**config.mk**
```make
export PLATFORM = sky130hd
export DESIGN_NAME = data_mem_ctrl_flat
export DESIGN_NICKNAME = d
export VERILOG_FILES = /design/src/rtl/data_mem_ctrl_if.sv /design/src/rtl/data_mem_ctrl.sv /design/src/flat_wrapper.sv
export SDC_FILE = /design/constraint.sdc
export NUM_CORES = 2
export LEC_CHECK = 0
export CAP_MARGIN = 20
export CORE_ASPECT_RATIO = 0.7
export CORE_MARGIN = 8
export CORE_UTILIZATION = 45
export DETAILED_ROUTE_END_ITERATION = 16
export REMOVE_ABC_BUFFERS = 1
export SLEW_MARGIN = 20
export SYNTH_ARGS = -nofsm -noshare
export SYNTH_HDL_FRONTEND = slang
export SYNTH_SLANG_ARGS = --single-unit
```
**constraint.sdc**
```tcl
create_clock -name clk -period 6.45 [get_ports clk]
set_input_delay 1.29 -clock clk [delete_from_list [all_inputs] [get_ports clk]]
set_output_delay 1.29 -clock clk [all_outputs]
set_load 0.05 [all_outputs]
```
**src/rtl/data_mem_ctrl_if.sv**
```systemverilog
`default_nettype none
// +---------------------------------------------------------------------------+
// | data_mem_ctrl_if : request/response bus between a requester and the       |
// |                    data memory controller                                 |
// | Revision 1.0                                                              |
// +---------------------------------------------------------------------------+
interface data_mem_ctrl_if #(
  parameter int DATA_W = 32
);
  logic              req_valid;
  logic              req_ready;
  logic              req_write;
  logic              req_byte;
  logic [31:0]       req_addr;
  logic [DATA_W-1:0] req_wdata;
  logic              resp_valid;
  logic              resp_ready;
  logic [DATA_W-1:0] resp_rdata;
  logic              resp_err;

  modport master (
    output req_valid, req_write, req_byte, req_addr, req_wdata, resp_ready,
    input  req_ready, resp_valid, resp_rdata, resp_err
  );

  modport slave (
    input  req_valid, req_write, req_byte, req_addr, req_wdata, resp_ready,
    output req_ready, resp_valid, resp_rdata, resp_err
  );
endinterface
`default_nettype wire

```
**src/rtl/data_mem_ctrl.sv**
```systemverilog
`default_nettype none
// +---------------------------------------------------------------------------+
// | data_mem_ctrl : single-port word/byte data memory behind a valid/ready    |
// |                 request and response handshake with fixed wait states    |
// | Revision 1.0                                                              |
// +---------------------------------------------------------------------------+
module data_mem_ctrl #(
  parameter int DATA_W = 32,
  parameter int DEPTH  = 64,
  parameter int WAIT   = 1
) (
  input  wire logic      clk,
  input  wire logic      reset,
  data_mem_ctrl_if.slave bus
);

  localparam int          c_bytes     = DATA_W / 8;
  localparam int          c_lane_bits = (c_bytes > 1) ? $clog2(c_bytes) : 0;
  localparam int          c_idx_w     = (DEPTH > 1) ? $clog2(DEPTH) : 1;
  localparam logic [31:0] c_lane_mask = 32'(c_bytes - 1);
  localparam logic [32:0] c_limit     = 33'(DEPTH) * 33'(c_bytes);
  localparam logic [2:0]  c_wait_m1   = 3'((WAIT > 0) ? WAIT - 1 : 0);

  typedef enum logic [1:0] {
    S_IDLE = 2'd0,
    S_WAIT = 2'd1,
    S_RESP = 2'd2
  } state_t;

  state_t            r_state;
  state_t            w_state_nxt;
  logic [2:0]        r_cnt;
  logic [2:0]        w_cnt_nxt;

  logic              r_write;
  logic              r_byte;
  logic [31:0]       r_addr;
  logic [DATA_W-1:0] r_wdata;
  logic [DATA_W-1:0] r_rdata;
  logic              r_err;

  logic [DATA_W-1:0] r_mem [DEPTH];

  logic              w_accept;
  logic              w_enter_resp;
  logic              w_cur_write;
  logic              w_cur_byte;
  logic [31:0]       w_cur_addr;
  logic [DATA_W-1:0] w_cur_wdata;
  logic [31:0]       w_lane;
  logic [c_idx_w-1:0] w_idx;
  logic              w_cur_err;
  logic              w_mem_we;

  assign bus.req_ready  = (r_state == S_IDLE);
  assign bus.resp_valid = (r_state == S_RESP);
  assign bus.resp_rdata = r_rdata;
  assign bus.resp_err   = r_err;

  assign w_accept = bus.req_valid && bus.req_ready;

  // With WAIT=0 the memory is accessed on the accepting edge itself, so the
  // live bus fields are used in IDLE and the captured ones afterwards.
  assign w_cur_write = (r_state == S_IDLE) ? bus.req_write : r_write;
  assign w_cur_byte  = (r_state == S_IDLE) ? bus.req_byte  : r_byte;
  assign w_cur_addr  = (r_state == S_IDLE) ? bus.req_addr  : r_addr;
  assign w_cur_wdata = (r_state == S_IDLE) ? bus.req_wdata : r_wdata;

  assign w_lane    = w_cur_addr & c_lane_mask;
  assign w_idx     = c_idx_w'(w_cur_addr >> c_lane_bits);
  assign w_cur_err = (!w_cur_byte && (w_lane != 32'd0)) ||
                     ({1'b0, w_cur_addr} >= c_limit);
  assign w_mem_we  = reset && w_enter_resp && w_cur_write && !w_cur_err;

  function automatic logic [DATA_W-1:0] pick_lane(input logic [DATA_W-1:0] word,
                                                  input logic [31:0]       lane);
    logic [DATA_W-1:0] shifted;
    shifted = word >> (lane * 32'd8);
    return DATA_W'(shifted[7:0]);
  endfunction

  always_comb begin
    w_state_nxt  = r_state;
    w_cnt_nxt    = r_cnt;
    w_enter_resp = 1'b0;
    case (r_state)
      S_IDLE: begin
        if (w_accept) begin
          if (WAIT == 0) begin
            w_state_nxt  = S_RESP;
            w_enter_resp = 1'b1;
          end else begin
            w_state_nxt = S_WAIT;
            w_cnt_nxt   = c_wait_m1;
          end
        end
      end
      S_WAIT: begin
        if (r_cnt == 3'd0) begin
          w_state_nxt  = S_RESP;
          w_enter_resp = 1'b1;
        end else begin
          w_cnt_nxt = r_cnt - 3'd1;
        end
      end
      S_RESP: begin
        if (bus.resp_ready) begin
          w_state_nxt = S_IDLE;
        end
      end
      default: begin
        w_state_nxt = S_IDLE;
        w_cnt_nxt   = 3'd0;
      end
    endcase
  end

  always_ff @(posedge clk or negedge reset) begin
    if (!reset) begin
      r_state <= S_IDLE;
      r_cnt   <= 3'd0;
      r_write <= 1'b0;
      r_byte  <= 1'b0;
      r_addr  <= 32'd0;
      r_wdata <= '0;
      r_rdata <= '0;
      r_err   <= 1'b0;
    end else begin
      r_state <= w_state_nxt;
      r_cnt   <= w_cnt_nxt;
      if (w_accept) begin
        r_write <= bus.req_write;
        r_byte  <= bus.req_byte;
        r_addr  <= bus.req_addr;
        r_wdata <= bus.req_wdata;
      end
      if (w_enter_resp) begin
        r_err <= w_cur_err;
        if (w_cur_err || w_cur_write) begin
          r_rdata <= '0;
        end else if (w_cur_byte) begin
          r_rdata <= pick_lane(r_mem[w_idx], w_lane);
        end else begin
          r_rdata <= r_mem[w_idx];
        end
      end
    end
  end

  // Storage is deliberately outside the reset domain.
  always_ff @(posedge clk) begin
    if (w_mem_we) begin
      for (int b = 0; b < c_bytes; b++) begin
        if (!w_cur_byte) begin
          r_mem[w_idx][b*8 +: 8] <= w_cur_wdata[b*8 +: 8];
        end else if (w_lane == 32'(b)) begin
          r_mem[w_idx][b*8 +: 8] <= w_cur_wdata[7:0];
        end
      end
    end
  end

endmodule
`default_nettype wire

```
**src/flat_wrapper.sv**
```systemverilog
// flat-port wrapper written by rule: the top's interface ports become plain ports
module data_mem_ctrl_flat 
#(
  parameter int DATA_W = 32,
  parameter int DEPTH  = 64,
  parameter int WAIT   = 1
)
  (clk, reset, bus_req_valid, bus_req_write, bus_req_byte, bus_req_addr, bus_req_wdata, bus_resp_ready, bus_req_ready, bus_resp_valid, bus_resp_rdata, bus_resp_err);
  data_mem_ctrl_if #(.DATA_W(DATA_W)) bus_i ();
  input  wire logic clk;
  input  wire logic reset;
  input wire logic [$bits(bus_i.req_valid)-1:0] bus_req_valid;
  input wire logic [$bits(bus_i.req_write)-1:0] bus_req_write;
  input wire logic [$bits(bus_i.req_byte)-1:0] bus_req_byte;
  input wire logic [$bits(bus_i.req_addr)-1:0] bus_req_addr;
  input wire logic [$bits(bus_i.req_wdata)-1:0] bus_req_wdata;
  input wire logic [$bits(bus_i.resp_ready)-1:0] bus_resp_ready;
  output wire logic [$bits(bus_i.req_ready)-1:0] bus_req_ready;
  output wire logic [$bits(bus_i.resp_valid)-1:0] bus_resp_valid;
  output wire logic [$bits(bus_i.resp_rdata)-1:0] bus_resp_rdata;
  output wire logic [$bits(bus_i.resp_err)-1:0] bus_resp_err;
  assign bus_i.req_valid = bus_req_valid;
  assign bus_i.req_write = bus_req_write;
  assign bus_i.req_byte = bus_req_byte;
  assign bus_i.req_addr = bus_req_addr;
  assign bus_i.req_wdata = bus_req_wdata;
  assign bus_i.resp_ready = bus_resp_ready;
  assign bus_req_ready = bus_i.req_ready;
  assign bus_resp_valid = bus_i.resp_valid;
  assign bus_resp_rdata = bus_i.resp_rdata;
  assign bus_resp_err = bus_i.resp_err;
  data_mem_ctrl #(.DATA_W(DATA_W), .DEPTH(DEPTH), .WAIT(WAIT)) u_core (.clk(clk), .reset(reset), .bus(bus_i));
endmodule
```
After elaboration in Yosys (flattened, before gate mapping)
Memory sizes are Yosys's and may differ from the RTL's.
Index checks and enable logic that the tools add are counted.
{"block": "word_totals", "latchBits": 0, "register_bits": 104, "input_bits": 70, "output_inout_bits": 35, "rom_bits": 0, "mem_bits_rw": 2048, "mem_count": 1}
{"block": "classes", "n_shift": 1, "div_mod_pow": 0, "mul": 0, "bitwise": 5, "addsub": 1, "n_eq_ne": 9, "reduce_logical": 15, "order_cmp": 1, "n_mux": 38}
{"name": "u_core.r_mem", "words": 64, "word_bits": 32, "read_ports": 1, "rd_ports_with_merged_regs": 0, "write_ports": 1, "line_no": "data_mem_ctrl.sv:42", "text": "logic [DATA_W-1:0] r_mem [DEPTH];"}
{"op": "2-to-1 mux 32 bit", "n": 4}
{"op": ">= comparator 32 x 9 -> 1 bit (second input constant)", "n": 1}
{"op": "zero test 32 bit", "n": 1}
{"op": "2-to-1 mux 8 bit", "n": 4}
{"op": "nonzero test 32 bit", "n": 1}
{"op": ">> shifter 32 x 5 -> 8 bit", "n": 1}
{"op": "2-to-1 mux 1 bit", "n": 23}
{"op": "one-hot mux 3 bit (3 select lines)", "n": 1}
{"op": "equality test 2 bit (second input constant)", "n": 3}
{"op": "2-to-1 mux 2 bit", "n": 3}
{"op": "2-to-1 mux 3 bit", "n": 2}
{"op": "inequality test 2 bit (second input constant)", "n": 3}
{"op": "one-hot mux 2 bit (3 select lines)", "n": 1}
{"op": "AND reduction 3 bit", "n": 2}
{"op": "logical AND 1 bit", "n": 5}
{"op": "equality test 2 x 1 -> 1 bit (second input constant)", "n": 2}
{"op": "OR 1 bit", "n": 4}
{"op": "zero test 3 bit", "n": 1}
{"op": "subtractor 3 x 1 -> 3 bit (second input constant)", "n": 1}
{"op": "zero test 1 bit", "n": 2}
{"op": "zero test 2 bit", "n": 1}
{"op": "logical OR 1 bit", "n": 2}
{"op": "inequality test 2 x 1 -> 1 bit (second input constant)", "n": 1}
{"op": "inverter 1 bit", "n": 1}

Longest topological paths before layout
{"block": "depth", "word_depth": 10, "mapped_depth": 16, "depth_no_buf": 10}

Worst setup path after synthesis
OpenSTA, ideal clock, no wires.
{"block": "synth_path", "path_kind": "input-to-reg", "from": "input port bus_req_addr[22]", "to": "memory u_core.r_mem[0][10] (data pin)", "n_path_buf": 0, "arrival_time_ps": 4854, "setup_ps": 563, "required_time_ps": 5887, "stages": 8, "slack_ps": 1033, "cell_sequence": "nor4_1 -> nand4_1 -> o21ai_1 -> nand3_1 -> or3b_1 -> nand2b_1 -> nor2_2 -> mux2i_1"}
{"block": "synth_between", "elab_chain_cells": 8}
{"item": "start: declaration", "line_no": "flat_wrapper.sv:15", "text": "input wire logic [$bits(bus_i.req_addr)-1:0] bus_req_addr;"}
{"item": "2-to-1 mux 32 bit", "line_no": "data_mem_ctrl.sv:66", "text": "assign w_cur_addr = (r_state == S_IDLE) ? bus.req_addr : r_addr;"}
{"item": ">= comparator 32 x 9 -> 1 bit", "line_no": "data_mem_ctrl.sv:72", "text": "({1'b0, w_cur_addr} >= c_limit);"}
{"item": "logical OR 1 bit", "line_no": "data_mem_ctrl.sv:71", "text": "assign w_cur_err = (!w_cur_byte && (w_lane != 32'd0)) ||"}
{"item": "zero test 1 bit", "line_no": "data_mem_ctrl.sv:73", "text": "assign w_mem_we = reset && w_enter_resp && w_cur_write && !w_cur_err;"}
{"item": "logical AND 1 bit", "line_no": "data_mem_ctrl.sv:73"}
{"item": "2-to-1 mux 1 bit", "line_no": "data_mem_ctrl.sv:152", "text": "if (w_mem_we) begin"}
{"item": "2-to-1 mux 1 bit (not written as such)", "line_no": "data_mem_ctrl.sv:157", "text": "r_mem[w_idx][b*8 +: 8] <= w_cur_wdata[7:0];"}
{"item": "2-to-1 mux 8 bit (no source line)"}
{"item": "end: declaration", "line_no": "data_mem_ctrl.sv:42"}
No other way between the ends.

Worst setup path in the final report
{"block": "layout_path", "from": "input port bus_req_addr[4]", "to": "register u_core.r_rdata[1], in the netlist u_core.bus.resp_rdata[1]"}
{"block": "layout_between", "elab_chain_cells": 5}
{"item": "2-to-1 mux 32 bit (*)", "line_no": "data_mem_ctrl.sv:66"}
{"item": "memory (64 x 32 bit) / >= comparator 32 x 9 -> 1 bit (equally long branches)"}
{"item": ">> shifter 32 x 5 -> 8 bit / logical OR 1 bit (equally long branches)", "line_no": "data_mem_ctrl.sv:78, data_mem_ctrl.sv:71"}
{"item": "2-to-1 mux 32 bit / logical OR 1 bit (equally long branches)", "line_no": "data_mem_ctrl.sv:141, data_mem_ctrl.sv:139"}
{"item": "2-to-1 mux 32 bit (*)", "line_no": "data_mem_ctrl.sv:139", "text": "if (w_cur_err || w_cur_write) begin"}
{"item": "end signal: assignment", "line_no": "data_mem_ctrl.sv:142", "text": "r_rdata <= pick_lane(r_mem[w_idx], w_lane);"}
{"item": "end signal: assignment", "line_no": "data_mem_ctrl.sv:144", "text": "r_rdata <= r_mem[w_idx];"}
{"item": "end: declaration", "line_no": "data_mem_ctrl.sv:39", "text": "logic [DATA_W-1:0] r_rdata;"}
Mark *: on every way between the ends. The rest lies on a longest branch, timed or not.
A chain may end at the register's enable or synchronous reset.

==> results.md <==
* Root Buffer Master: clkbuf_16
* CTS clk-pin slew, worst paths at 0.07 ns
* GR Overflow Total at 0
* FF+latch count, synth at 2152
* Max-slew violations at 0
* Top-count cell post-synth: edfxtp_1
* Main synth FF type: edfxtp_1
* Initial antenna violation count at 12
* # port buffers at 104
* Sw Pwr at 19.2 mW
* Post-synth EDFFs at 2048
* Worst setup path class: input port to flop
* Max-slew headroom at 10.9%
* Io pins at 105
* Final hold viol count at 0
* Skew-Pair Late Insertion Delay at 0.87 ns
* First-pass GRT wire length at 397000 microns
* Fin cells at 8483
* Largest cells by area after synthesis: edfxtp_1 74%, o22ai_1 3.8%, dfrtp_1 3.1%
* Nets@finish at 5908
* Fill cells at 15000
* Largest net degree at the start of global routing at 82
* Required @ worst endpoint at 7.21 ns
* Die area at 200000 sq um
* Placer Congestion at 0.932
* Dpl cells at 8107
* Status: completed
* Worst slack at placement at 0.204 ns
* Slack of the critical path at 0.771 ns
* Pre-antenna DRT Iters at 10
* Clock sinks at 2152
* Max Freq at 176 MHz
* Clock period minus final worst setup slack at 5.68 ns
* Tot GR Track Use at 27.4%
* Post-Syn Area per Cell at 15.3 sq um
* Critical path endpoint category: flop
* Worst Tran Pin Value at 1.33 ns
* Inserted Clock Buffers at 205
* RSZ-0062 raised after global routing: no
* Setup Skew at 0.0657 ns
* Initial Utilization at 45.2%
* Vias in the first global route at 52000
* WL/cell at 33.4 microns
* Core Box Area at 184000 sq um
* CP startpoint kind: input port
* WP data arrival at 6.44 ns
* Routed Antenna Nets at 0
* Vias per inst at 6.60
* Final Util at 52.5%
* Yosys Warn Count at 0
* Final setup fails at 0
* Worst hold slack at 0.425 ns
* Routed vias at 56000
* Crit path max fanout at 75
* Hpwl dp at 178000 microns
* Synthesis-to-finish area growth at 16.1%
* Top-area cell type share of the netlist area at 73.8%
* Drt first-iter violations at 9275
* DRC at 0
* Synthesized area at 83400 sq um
* Die H at 376 microns
* TritonCTS clock tree: done
* Routed WL at 284000 microns
* Cts hold-fix bufs at 0
* Netlist cell types at 86
* Pint at 29.3 mW
* Syn Inst Count at 5459
* Post-synthesis sequential area ratio at 76.9%
* Part of the power in registers at 37.5%
* Final period util at 88.0%
* Pwr dens at 501 nW/um^2
* Row Count at 132
* Synth top cells by count: 2048 x edfxtp_1, 502 x o22ai_1, 498 x nand2_1
* Number of H-tree levels at 4
* Clock network fraction of total power at 24.4%
* Share of layout cells above drive strength 1 at 15.8%
* Max-Cap Viols at 0
* Leakage power at 31.0 nW
* Ys async rst share at 4.83%
* Switching share of power at 39.6%
* Area leader, netlist: edfxtp_1
* CTS max path bufs at 4
* Resized cells post-CTS at 0
* Post-CTS Setup Inserts at 0
* Tightest Hold Check Type: input port to async pin
* Worst VDD drop at 488 uV
* Die span in x at 530 microns
* Comb power frac at 38.2%
==> final timing paths <==
| path | start | cells after the start | end | slack [ns] |
|---|---|---|---|---|
| min in group clk | u_core.bus.resp_rdata[21] | 2 | u_core.bus.resp_rdata[21] | 0.49 |
| hold / removal | reset | 1 | u_core.bus.resp_rdata[27] | 0.42 |
| setup reg to reg | u_core.r_state[0] | 11 | u_core.bus.resp_rdata[1] | 1.37 |
| setup / recovery | bus_req_addr[4] | 11 | u_core.bus.resp_rdata[1] | 0.77 |
| hold reg to reg | u_core.bus.resp_rdata[21] | 2 | u_core.bus.resp_rdata[21] | 0.49 |
| max in group asynchronous | reset | 2 | u_core.r_wdata[24] | 4.66 |
==> cell usage in the layout (no fill, tap or decap), drive strengths merged, types with 65 or more instances in the layout <==
cell | synthesis | layout
edfxtp | 2048 | 2048
o22ai | 502 | 502
nand2 | 500 | 500
buf | 258 | 488
clkbuf | 163 | 261
nor3 | 250 | 250
a21oi | 227 | 227
nor2 | 204 | 204
o21ai | 197 | 197
o221ai | 170 | 170
dfrtp | 104 | 104
mux2i | 104 | 104
clkdlybuf4s50 | 0 | 103
a32oi | 93 | 93
clkinv | 0 | 80
a31oi | 75 | 75
mux2 | 65 | 65
==> state kept, by name (all words and copies together), names as in the netlist, 2 cells and up <==
register               cells
u_core.r_wdata            32
u_core.r_addr             32
u_core.r_state             2
u_core.bus.resp_rdata     32
u_core.r_mem            2048
u_core.r_cnt               3
==> power groups by stage <==
stage	combinational, mW	clock [mW]	sequential [mW]
finish	18.5	11.8	18.2
global placement	17.7	0	18.4
CTS	17.9	11.9	18.1
global route	19.0	12.4	18.2
detailed placement	17.9	0	18.4
floorplan	8.85	0	18.6
==> stage by stage <==
| step | instance area [sq um] | TNS [ns] | total power, mW |
|---|---|---|---|
| after floorplan | 81400 | -779.78 | 27.4 |
| after global placement | 90300 | 0 | 36.1 |
| after detailed placement | 90400 | 0 | 36.3 |
| after CTS | 96800 | 0 | 48.0 |
| after global routing | 96800 | 0 | 49.6 |
| final | 96800 | 0 | 48.5 |
==> worst max-delay path, cell delays in order <==
cell and delay [ns]:
clkdlybuf4s50_1 0.84, nand2b_1 0.46, mux2_8 0.79, o221ai_1 0.26
a211oi_1 0.54, o22ai_1 0.36, or3_1 0.62, o41ai_1 0.76
buf_4 0.24, a31oi_1 0.07, o21ai_1 0.18
==> per-layer routing <==
metal	global-route usage [%]	routed length, microns
met5	0.218	103
met2	39.1	120000
met4	9.47	11300
met3	8.72	40600
met1	39.8	111000
==> kinds of logic after synthesis <==
| family | count (synthesis) | share of synthesized area (%) |
|---|---|---|
| AOI/OAI and AO/OA | 1512 | 12.1 |
| buffers and inverters | 443 | 2.41 |
| DFF | 2152 | 76.9 |
| adders and majority gates | 2 | 0.0300 |
| xor gates and xnor gates | 1 | 0.0105 |
| muxes | 169 | 2.15 |
| and+or+nand+nor | 1180 | 6.39 |
==> final cells by class <==
class / count / area (sq um) / area share, %
Inverter: 22 / 91.3 / 0.0943
Antenna cell: 7 / 17.5 / 0.0181
Multi-Input combinational cell: 2864 / 17900 / 18.5
Clock buffer: 261 / 5450 / 5.62
Tap cell: 2479 / 3100 / 3.20
Sequential cell: 2152 / 64100 / 66.2
Clock inverter: 107 / 948 / 0.980
Timing Repair Buffer: 591 / 5210 / 5.38
No activity file was read; power rests on OpenSTA's default activity.
